<file path="src/rtl/apb_rr_arbiter.sv">
// Two-requester round-robin arbiter driving an APB-style SETUP/ACCESS sequence to one slave.
// Define APB_ARB_TIMEOUT_EN to abort an ACCESS phase that sees no pready within TIMEOUT cycles.
module apb_rr_arbiter #(
    parameter int ADDR_W  = 4,
    parameter int DATA_W  = 32,
    parameter int TIMEOUT = 100
) (
    input  logic              clk,
    input  logic              rst,
    input  logic              req0,
    input  logic              op0,
    input  logic [ADDR_W-1:0] addr0,
    input  logic [DATA_W-1:0] wdata0,
    output logic              done0,
    output logic [DATA_W-1:0] rdata0,
    input  logic              req1,
    input  logic              op1,
    input  logic [ADDR_W-1:0] addr1,
    input  logic [DATA_W-1:0] wdata1,
    output logic              done1,
    output logic [DATA_W-1:0] rdata1,
    output logic              err,
    output logic              psel,
    output logic              penable,
    output logic              pwrite,
    output logic [ADDR_W-1:0] paddr,
    output logic [DATA_W-1:0] pwdata,
    input  logic              pready,
    input  logic [DATA_W-1:0] prdata
);

    localparam logic [1:0] ST_IDLE   = 2'd0;
    localparam logic [1:0] ST_SETUP  = 2'd1;
    localparam logic [1:0] ST_ACCESS = 2'd2;

    logic [1:0]        r_state;
    logic              r_last;
    logic              r_gnt;
    logic              r_psel;
    logic              r_penable;
    logic              r_pwrite;
    logic [ADDR_W-1:0] r_paddr;
    logic [DATA_W-1:0] r_pwdata;
    logic              r_done0;
    logic              r_done1;
    logic              r_err;
    logic [DATA_W-1:0] r_rdata0;
    logic [DATA_W-1:0] r_rdata1;

    logic              w_elig0;
    logic              w_elig1;
    logic              w_gnt_vld;
    logic              w_gnt_id;
    logic              w_gnt_op;
    logic [ADDR_W-1:0] w_gnt_addr;
    logic [DATA_W-1:0] w_gnt_wdata;
    logic              w_timeout;
    logic              w_finish;
    logic              w_rd_capture;

`ifdef APB_ARB_TIMEOUT_EN
    localparam logic [6:0] TMO_LAST = 7'(TIMEOUT - 1);

    logic [6:0] r_tmo_cnt;

    // ACCESS wait counter: cleared while in SETUP, counts stalled ACCESS cycles.
    always_ff @(posedge clk) begin
        if (!rst) begin
            r_tmo_cnt <= 7'd0;
        end else if (r_state == ST_SETUP) begin
            r_tmo_cnt <= 7'd0;
        end else if ((r_state == ST_ACCESS) && !pready) begin
            r_tmo_cnt <= r_tmo_cnt + 7'd1;
        end else begin
            r_tmo_cnt <= r_tmo_cnt;
        end
    end

    assign w_timeout = (r_state == ST_ACCESS) && !pready && (r_tmo_cnt == TMO_LAST);
`else
    logic [6:0] w_unused_tmo;
    assign w_unused_tmo = 7'(TIMEOUT);
    assign w_timeout    = 1'b0;
`endif

    // Arbitration: a requester whose done is showing this cycle is not eligible.
    always_comb begin
        w_elig0   = req0 && !r_done0;
        w_elig1   = req1 && !r_done1;
        w_gnt_vld = w_elig0 || w_elig1;
        if (w_elig0 && w_elig1) begin
            w_gnt_id = !r_last;
        end else if (w_elig1) begin
            w_gnt_id = 1'b1;
        end else begin
            w_gnt_id = 1'b0;
        end
        if (w_gnt_id) begin
            w_gnt_op    = op1;
            w_gnt_addr  = addr1;
            w_gnt_wdata = wdata1;
        end else begin
            w_gnt_op    = op0;
            w_gnt_addr  = addr0;
            w_gnt_wdata = wdata0;
        end
    end

    assign w_finish     = (r_state == ST_ACCESS) && (pready || w_timeout);
    assign w_rd_capture = (r_state == ST_ACCESS) && pready && !r_pwrite;

    // Sequencer FSM and registered APB/completion outputs.
    always_ff @(posedge clk) begin
        if (!rst) begin
            r_state   <= ST_IDLE;
            r_last    <= 1'b1;
            r_gnt     <= 1'b0;
            r_psel    <= 1'b0;
            r_penable <= 1'b0;
            r_pwrite  <= 1'b0;
            r_paddr   <= '0;
            r_pwdata  <= '0;
            r_done0   <= 1'b0;
            r_done1   <= 1'b0;
            r_err     <= 1'b0;
        end else begin
            r_done0 <= 1'b0;
            r_done1 <= 1'b0;
            r_err   <= 1'b0;
            case (r_state)
                ST_IDLE: begin
                    if (w_gnt_vld) begin
                        r_state   <= ST_SETUP;
                        r_psel    <= 1'b1;
                        r_penable <= 1'b0;
                        r_pwrite  <= !w_gnt_op;
                        r_paddr   <= w_gnt_addr;
                        r_pwdata  <= w_gnt_wdata;
                        r_gnt     <= w_gnt_id;
                        r_last    <= w_gnt_id;
                    end else begin
                        r_state <= ST_IDLE;
                    end
                end
                ST_SETUP: begin
                    r_state   <= ST_ACCESS;
                    r_penable <= 1'b1;
                end
                ST_ACCESS: begin
                    if (w_finish) begin
                        r_state   <= ST_IDLE;
                        r_psel    <= 1'b0;
                        r_penable <= 1'b0;
                        r_done0   <= !r_gnt;
                        r_done1   <= r_gnt;
                        r_err     <= w_timeout;
                    end else begin
                        r_state <= ST_ACCESS;
                    end
                end
                default: begin
                    r_state   <= ST_IDLE;
                    r_psel    <= 1'b0;
                    r_penable <= 1'b0;
                end
            endcase
        end
    end

    // Per-requester read data: loaded on read completion, cleared on a timeout abort.
    always_ff @(posedge clk) begin
        if (!rst) begin
            r_rdata0 <= '0;
            r_rdata1 <= '0;
        end else if (w_timeout) begin
            if (r_gnt) begin
                r_rdata1 <= '0;
            end else begin
                r_rdata0 <= '0;
            end
        end else if (w_rd_capture) begin
            if (r_gnt) begin
                r_rdata1 <= prdata;
            end else begin
                r_rdata0 <= prdata;
            end
        end else begin
            r_rdata0 <= r_rdata0;
            r_rdata1 <= r_rdata1;
        end
    end

    assign psel    = r_psel;
    assign penable = r_penable;
    assign pwrite  = r_pwrite;
    assign paddr   = r_paddr;
    assign pwdata  = r_pwdata;
    assign done0   = r_done0;
    assign done1   = r_done1;
    assign err     = r_err;
    assign rdata0  = r_rdata0;
    assign rdata1  = r_rdata1;

endmodule

</file>
<file path="config.mk">
export PLATFORM = sky130hd
export DESIGN_NAME = apb_rr_arbiter
export DESIGN_NICKNAME = d
export VERILOG_FILES = /design/src/rtl/apb_rr_arbiter.sv
export SDC_FILE = /design/constraint.sdc
export NUM_CORES = 1
export LEC_CHECK = 0
export CORE_MARGIN = 5
export CORE_UTILIZATION = 40
export CTS_CLUSTER_DIAMETER = 200
export DETAILED_ROUTE_END_ITERATION = 16
export GPL_TIMING_DRIVEN = 0
export PLACE_DENSITY = 0.86
export SLEW_MARGIN = 40
export SYNTH_ARGS = -nofsm -noshare
export SYNTH_HDL_FRONTEND = slang
export SYNTH_SLANG_ARGS = --single-unit
</file>
<file path="constraint.sdc">
create_clock -name clk -period 1.55 [get_ports clk]
set_input_delay 0.31 -clock clk [delete_from_list [all_inputs] [get_ports clk]]
set_output_delay 0.31 -clock clk [all_outputs]
set_load 0.05 [all_outputs]
</file>
Word-level counts from Yosys, hierarchy flattened --
Index checks and enable logic that the tools add are counted.
Storage, ports and cells: flip-flop bits (word level) 109, input bits 111, word-level logic and storage cells 50
Operators by class: equality and inequality tests 4, multiplexer cells 13, bitwise logic cells 2, reductions and logical operators 19
Operators by type and width (number):
- 2-to-1 mux 32 bit | 1
- AND reduction 2 bit | 4
- 2-to-1 mux 1 bit | 7
- zero test 1 bit | 6
- case mux 1 bit (3 select lines) | 2
- case mux 2 bit (3 select lines) | 1
- AND reduction 3 bit | 2
- logical AND 1 bit | 5
- 2-to-1 mux 4 bit | 1
- inequality test 2 bit, second input constant | 2
- equality test 2 x 1 -> 1 bit, second input constant | 1
- equality test 2 bit, second input constant | 1
- zero test 2 bit | 1
- 2-to-1 mux 2 bit | 1
- inverter 1 bit | 2
- logical OR 1 bit | 1

Depth between registers and ports, before layout --
Gate-level depths: netlist (run 1).
depth in word-level cells 6, gate-level depth with buffers 6, gate-level depth less buffers 4

Worst setup path before layout (run 1) --
OpenSTA, ideal clock, no wires.
path kind register -> register, from register r_pwrite (netlist: pwrite), to register r_rdata0[10] (netlist: rdata0[10]), setup time 116 ps, arrival time 1509 ps, required time 1434 ps, setup slack -75 ps, cell stages (with the launch flop) 6, buffers on the path 2, clock period less this slack 1625 ps, path through dfxtp_1 > or4_1 > buf_6 > buf_6 > nand3_1 > o21ai_2
Between the ends: longest elaborated chain between the ends 3
Ends and longest elaborated chain:
- from (decl) | line 41 | logic r_pwrite;
- from (signal assigned) | line 136 | r_pwrite <= !w_gnt_op;
- zero test 1 bit | line 110 | assign w_rd_capture = (r_state == ST_ACCESS) && pready && !r_pwrite;
- logical AND 1 bit | line 110
- AND reduction 2 bit (no source line)
- to (signal assigned) | line 185 | r_rdata0 <= prdata;
- to (signal assigned) | line 188 | r_rdata0 <= r_rdata0;
- to (decl) | line 47 | logic [DATA_W-1:0] r_rdata0;
Every way passes these cells. A chain may end at the register's enable or synchronous reset.

Worst setup path in the final report (run 1) --
from register r_rdata1[1] (netlist: rdata1[1]), to output rdata1[1]
RTL lines:
- from (decl) | line 48 | logic [DATA_W-1:0] r_rdata1;
- from (signal assigned) | line 183 | r_rdata1 <= prdata;
- from (signal assigned) | line 189 | r_rdata1 <= r_rdata1;
- to (decl) | line 21 | output logic [DATA_W-1:0] rdata1,
No word-level cell between the ends.

==> results of run 1 <==
==> cell usage after synthesis, types with 2 or more instances <==
cell / n
nand2_1: 140
nand2b_1: 2
o21ai_0: 55
clkbuf_2: 3
nand3_1: 57
o21ai_2: 32
o21a_1: 2
buf_1: 2
buf_2: 8
and2_1: 2
a21oi_1: 2
a31oi_1: 36
nand3_2: 8
clkbuf_1: 24
nor2_1: 4
o21ai_1: 14
buf_6: 10
dfxtp_1: 109
nor2b_1: 5
==> state kept, by name, indices dropped and copies added, names as in the netlist <==
signal,cells
rdata0,32
pwrite,1
r_gnt,1
rdata1,32
pwdata,32
penable,1
r_state,2
paddr,4
r_last,1
done0,1
done1,1
psel,1
==> how the worst max path moves through the flow <==
stage	depth (start not counted)	endpoint	slack, ns
2_1_floorplan	5	pwrite	0.01
3_3_place_gp	5	rdata1[29]	-0.62
3_5_place_dp	5	rdata1[12]	-0.65
4_1_cts	1	rdata0[19]	0.00006
5_1_grt	1	rdata0[16]	0.0006
6_report	1	rdata1[1]	0.03
==> power by group <==
group | internal [W] | total, W | switching [W] | leakage (nW)
registers | 0.00297 | 0.00307 | 0.0000994 | 0.891
clock network | 0.000773 | 0.00178 | 0.00101 | 0.0984
logic | 0.000604 | 0.00168 | 0.00108 | 1.67
==> layout by cell type (no fill, tap or decap), drive strengths merged, types with 2 or more instances in the layout <==
cell and count:
a31oi 36, clkdlybuf4s50 108, nor2 4, inv 3
nor2b 5, nand3 65, nand2 141, a21oi 2
nand2b 2, o21ai 101, clkinvlp 2, o21a 2
buf 23, dfxtp 109, clkdlybuf4s15 54, and2 2
clkbuf 88
==> repair_timing <==
| item | 4_1_cts | 5_1_grt |
|---|---|---|
| hold buffers | 0 | 0 |
| pin swaps | 1 | 0 |
| gates resized for setup | 272 | 70 |
| setup buffers | 2 | 0 |
| endpoints found under the hold margin | 0 | 0 |
| cloned | 0 | 1 |
| setup endpoints to repair | 202 | 137 |
==> kinds of logic after synthesis <==
family	after synthesis	share of synthesized area (%)
compound gates	144	20.5
other cells	1	0.0854
buf+inv	48	6.21
mux	1	0.228
flops	109	49.7
simple gates	224	23.3
==> cell type report <==
class	count	area, sq um
Clock inverter	7	82.6
Fill cell	917	3990
Tap cell	140	175
Sequential cell	109	2190
Buffer	48	309
Clock buffer	9	124
Multi-Input combinational cell	370	1950
Timing Repair Buffer	217	1970
==> routing by layer <==
metal / up-vias / share of wire [%] / wire, um / global-route usage (%)
li1: 2276 / - / - / -
met1: 2161 / 37 / 5560 / 23.8
met5: - / 0 / 0 / 0
met3: 25 / 12 / 1870 / 7.32
met4: 0 / 1.7 / 263 / 7.20
met2: 266 / 49 / 7410 / 40.4
==> metrics by stage <==
stage / cells / cell area, sq um / setup WS, ns
after floorplan: 527 / 4390 / 0.00965
after global placement: 881 / 6710 / -0.617
after detailed placement: 881 / 6710 / -0.654
after CTS: 899 / 7010 / 0.0000555
after global routing: 900 / 6800 / 0.000581
final: 900 / 6800 / 0.0348
==> metrics.yaml, run 1 <==
worst_setup_path:
  cp_max_fo: 2
  ff2ff_path_depth: 5
  path_class: "flip-flop to output port"
  cp_cell_sequence: "clkdlybuf4s15_1"
  timing.rr.end: "rdata0[16]"
  crit_required_ns: 1.24
  startpoint: "rdata1[1]"
  critPathTopFamily: "buffers and inverters"
  cp-end-kind: "output port"
  cp-start-kind: "flip-flop"
  slowest_delay_ns: 0.50
  cp.arrival_ns: 1.21
  r2r_setup_slack_ns: 0.06
  critPathBufInv: 1
  slowest_stage: "clkdlybuf4s15_1"
  rr_startpoint: "pwrite"
synth:
  synth_area_leaders: "dfxtp_1, nand2_1, nand3_1, o21ai_2, o21ai_0"
  syn_inst: 527
  synth_top_flop_cell: "dfxtp_1"
  synth_top_area_cell: "dfxtp_1"
  synth_top_area_share_pct: 49.7
  synth_area_sq_um: 4390
  synth_cell_type_count: 31
  synthArstFlopShare_pct: 0
  ys_ff_latch: 109
  syn-num-nets: 638
  synth_seq_area_share_pct: 49.7
  synth_edf_count: 0
  synth_warnings: 0
  syn_avg_cell_area_sq_um: 8.33
power_and_ir_drop:
  finalPower_w: 0.00653
  power_density_nw_per_um2: 960
  leakage_nw: 2.66
  ir_worst_vdd_v: 0.000614
timing:
  worst_slew_pin_slew_ns: 0.648
  rsz0062_at_grt: "false"
  period_minus_slack_ns: 1.52
  setup_tns_ns: 0
  slew_headroom_pct: 56.8
  clock_skew_ns: 0.00886
  whs_ns: 0.423
  fin_crit_sh_pct: 97.8
  final-setup-viol-count: 0
  maxSlewViolCount: 0
  hold_viol_final: 0
  fmax_mhz: 660
hold_path:
  hold_path_class: "input port to flip-flop"
  holdPathEnd: "rdata0[31]"
  hold_path_startpoint: "rst"
  min_path_cells: 3
global_routing:
  grt_pass1_vias: 4884
  grt_overflow: 0
  grt_pass1_wl_mm: 23.3
  antenna_found_initial: 0
  grt_max_degree: 20
  track_usage_pct: 22.0
layout:
  nets: 866
  utilization_pct: 63.0
  drive_gt1_share_pct: 26.2
  diodes: 0
  area.growth.synth_to_final_pct: 54.9
drt:
  antenna_left: 0
  routedWlPerCell_um: 16.8
  drcViolationCount: 0
  first_pass_iters: 5
  routed_wirelength_mm: 15.1
  avgViaCountPerCell: 5.25
  drt_iter0_drc: 347
  num_vias: 4728
floorplanning:
  die_h_um: 115
  dieArea_sq_um: 13200
  fp.dieW_um: 115
  rows: 38
  num_io_pins: 217
  core_area_sq_um: 10800
  initial_utilization_pct: 40.7
cts:
  clock_latency_ns: 0.37
  cts_tree: "yes"
  cts_root_buffer: "clkbuf_8"
  cts_buffers: 9
  cts_num_sinks: 109
  ctsLongestPathBuffers: 2
  path_clk_slew_ns: 0.10
  h-tree-depth: 3
place:
  dp_hpwl_mm: 11.6
  io_buffers: 214
  gp_congestion: 0.838
flow_run:
  cap_violations: 0
outcome:
  status: "finished, final reports clean"
Power figures use the tool's default switching activity.
==> run 2: changes to the inputs <==
- CELL_PAD_IN_SITES_DETAIL_PLACEMENT: unset -> 1
- CELL_PAD_IN_SITES_GLOBAL_PLACEMENT: unset -> 1
- CORE_UTILIZATION: 40 -> 28
- CTS_CLUSTER_DIAMETER: 200 -> unset
- PLACE_DENSITY: 0.86 -> 0.85
==> metrics.yaml, run 2 (synthesized netlist as in run 1, its figures left out) <==
layout:
  final_cell_mix: "nand2_1, clkdlybuf4s50_1, dfxtp_1, nand3_1, o21ai_0"
  fillers: 1871
  drive_gt1_share_pct: 20.9
  mostFrequentLayoutCell: "nand2_1"
  multi_input_area_sq_um: 1960
  seq_area_sq_um: 2190
  nets: 866
  area.growth.synth_to_final_pct: 58.8
worst_setup_path:
  slowest_delay_ns: 0.51
  path_class: "flip-flop to output port"
  cp_cell_sequence: "clkdlybuf4s15_1"
  cp.arrival_ns: 1.20
  cp.depth: 1
  ff2ff_path_depth: 5
  cp-end-kind: "output port"
  cp_max_fo: 2
  slowest_stage: "clkdlybuf4s15_1"
  critPathTopFamily: "buffers and inverters"
  cp-start-kind: "flip-flop"
  critPathBufInv: 1
  crit_required_ns: 1.24
timing:
  fin_ws_ns: 0.0368
  maxSlewViolCount: 0
  slew_headroom_pct: 54.3
  whs_ns: 0.377
  worst_slew_pin_slew_ns: 0.685
  hold_viol_final: 0
  fmax_mhz: 661
  period_minus_slack_ns: 1.51
  final-setup-viol-count: 0
  fin_crit_sh_pct: 97.6
  clock_skew_ns: 0.00869
  rsz0062_at_grt: "false"
cts:
  cts_root_buffer: "clkbuf_16"
  h-tree-depth: 3
  cts_num_sinks: 109
  ctsLongestPathBuffers: 2
  cts_buffers: 9
  path_clk_slew_ns: 0.08
  clock_latency_ns: 0.35
  cts_hold_buf: 0
  cts_tree: "yes"
drt:
  routed_wirelength_mm: 16.8
  first_pass_iters: 4
  num_vias: 4623
  drt_iter0_drc: 175
  drcViolationCount: 0
  avgViaCountPerCell: 4.76
  routedWlPerCell_um: 17.3
  antenna_left: 0
floorplanning:
  die_h_um: 135
  initial_utilization_pct: 28.7
  rows: 45
  fp.dieW_um: 135
  dieArea_sq_um: 18300
  core_area_sq_um: 15300
  num_io_pins: 217
global_routing:
  grt_pass1_vias: 4891
  grt_max_degree: 18
  antenna_found_initial: 0
  grt_overflow: 0
  track_usage_pct: 17.9
  grt_pass1_wl_mm: 25.8
hold_path:
  min_path_cells: 3
  hold_path_class: "input port to flip-flop"
power_and_ir_drop:
  ir_worst_vdd_v: 0.000494
  power_density_nw_per_um2: 992
  leakage_nw: 2.71
place:
  gp_congestion: 0.817
  post-place-ws_ns: -0.631
  dp_hpwl_mm: 13.0
  io_buffers: 214
flow_run:
  cap_violations: 0
outcome:
  status: "finished, final reports clean"
run 2: cell type report:
type,count,area share [%]
clock inverter,6,0.592
tap,211,3.79
sequential,109,31.4
clock buffer,9,3.23
timing repair buffer,217,28.2
antenna,1,0.0359
buffer,48,4.60
multi-input combinational,370,28.2
run 2: report_power, final:
part / switching, W / internal [W]
Combinational: 0.00110 / 0.000604
Clock: 0.00107 / 0.00108
Sequential: 0.0000920 / 0.00296
run 2: worst paths after layout:
kind	from	endpoint	slack [ns]
worst max register to register	pwrite	rdata0[27]	0.07
worst min-delay path	rst	rdata0[31]	0.38
worst max-delay path	rdata0[1]	rdata0[1]	0.04
worst min register to register	rdata1[28]	rdata1[28]	0.45
run 2: stage by stage:
stage / TNS [ns] / util [%] / instance area (sq um) / total power, W / cells
finish: 0 / 45.5 / 6970 / 0.00691 / 971
global route: 0 / 45.5 / 6970 / 0.00725 / 970
detailed placement: -55.68 / 44.4 / 6800 / 0.00490 / 952
floorplan: 0 / - / 4390 / 0.00410 / 527
CTS: 0 / 46.4 / 7110 / 0.00703 / 968
global placement: -53.38 / 44.4 / 6800 / 0.00488 / 952
run 2: what timing repair did:
action | in CTS | in global routing
pin swaps | 1 | 0
gates resized for setup | 209 | 96
buffers inserted | 1 | 2
setup endpoints to repair | 208 | 128
run 2: worst reg2reg max path, delay by kind of cell (launching register included):
family / cells / cell delay [ns]
compound gates: 1 / 0.07
buf+inv: 2 / 0.32
flops: 1 / 0.36
simple gates: 2 / 0.62
run 2: metal layers:
layer,GRT usage (%),routed length [um],vias to the layer above
met1,20.6,6850,2174
met4,5.26,207,0
met3,6.61,1640,14
met5,0,0,-
met2,31.2,8060,176
li1,-,-,2259
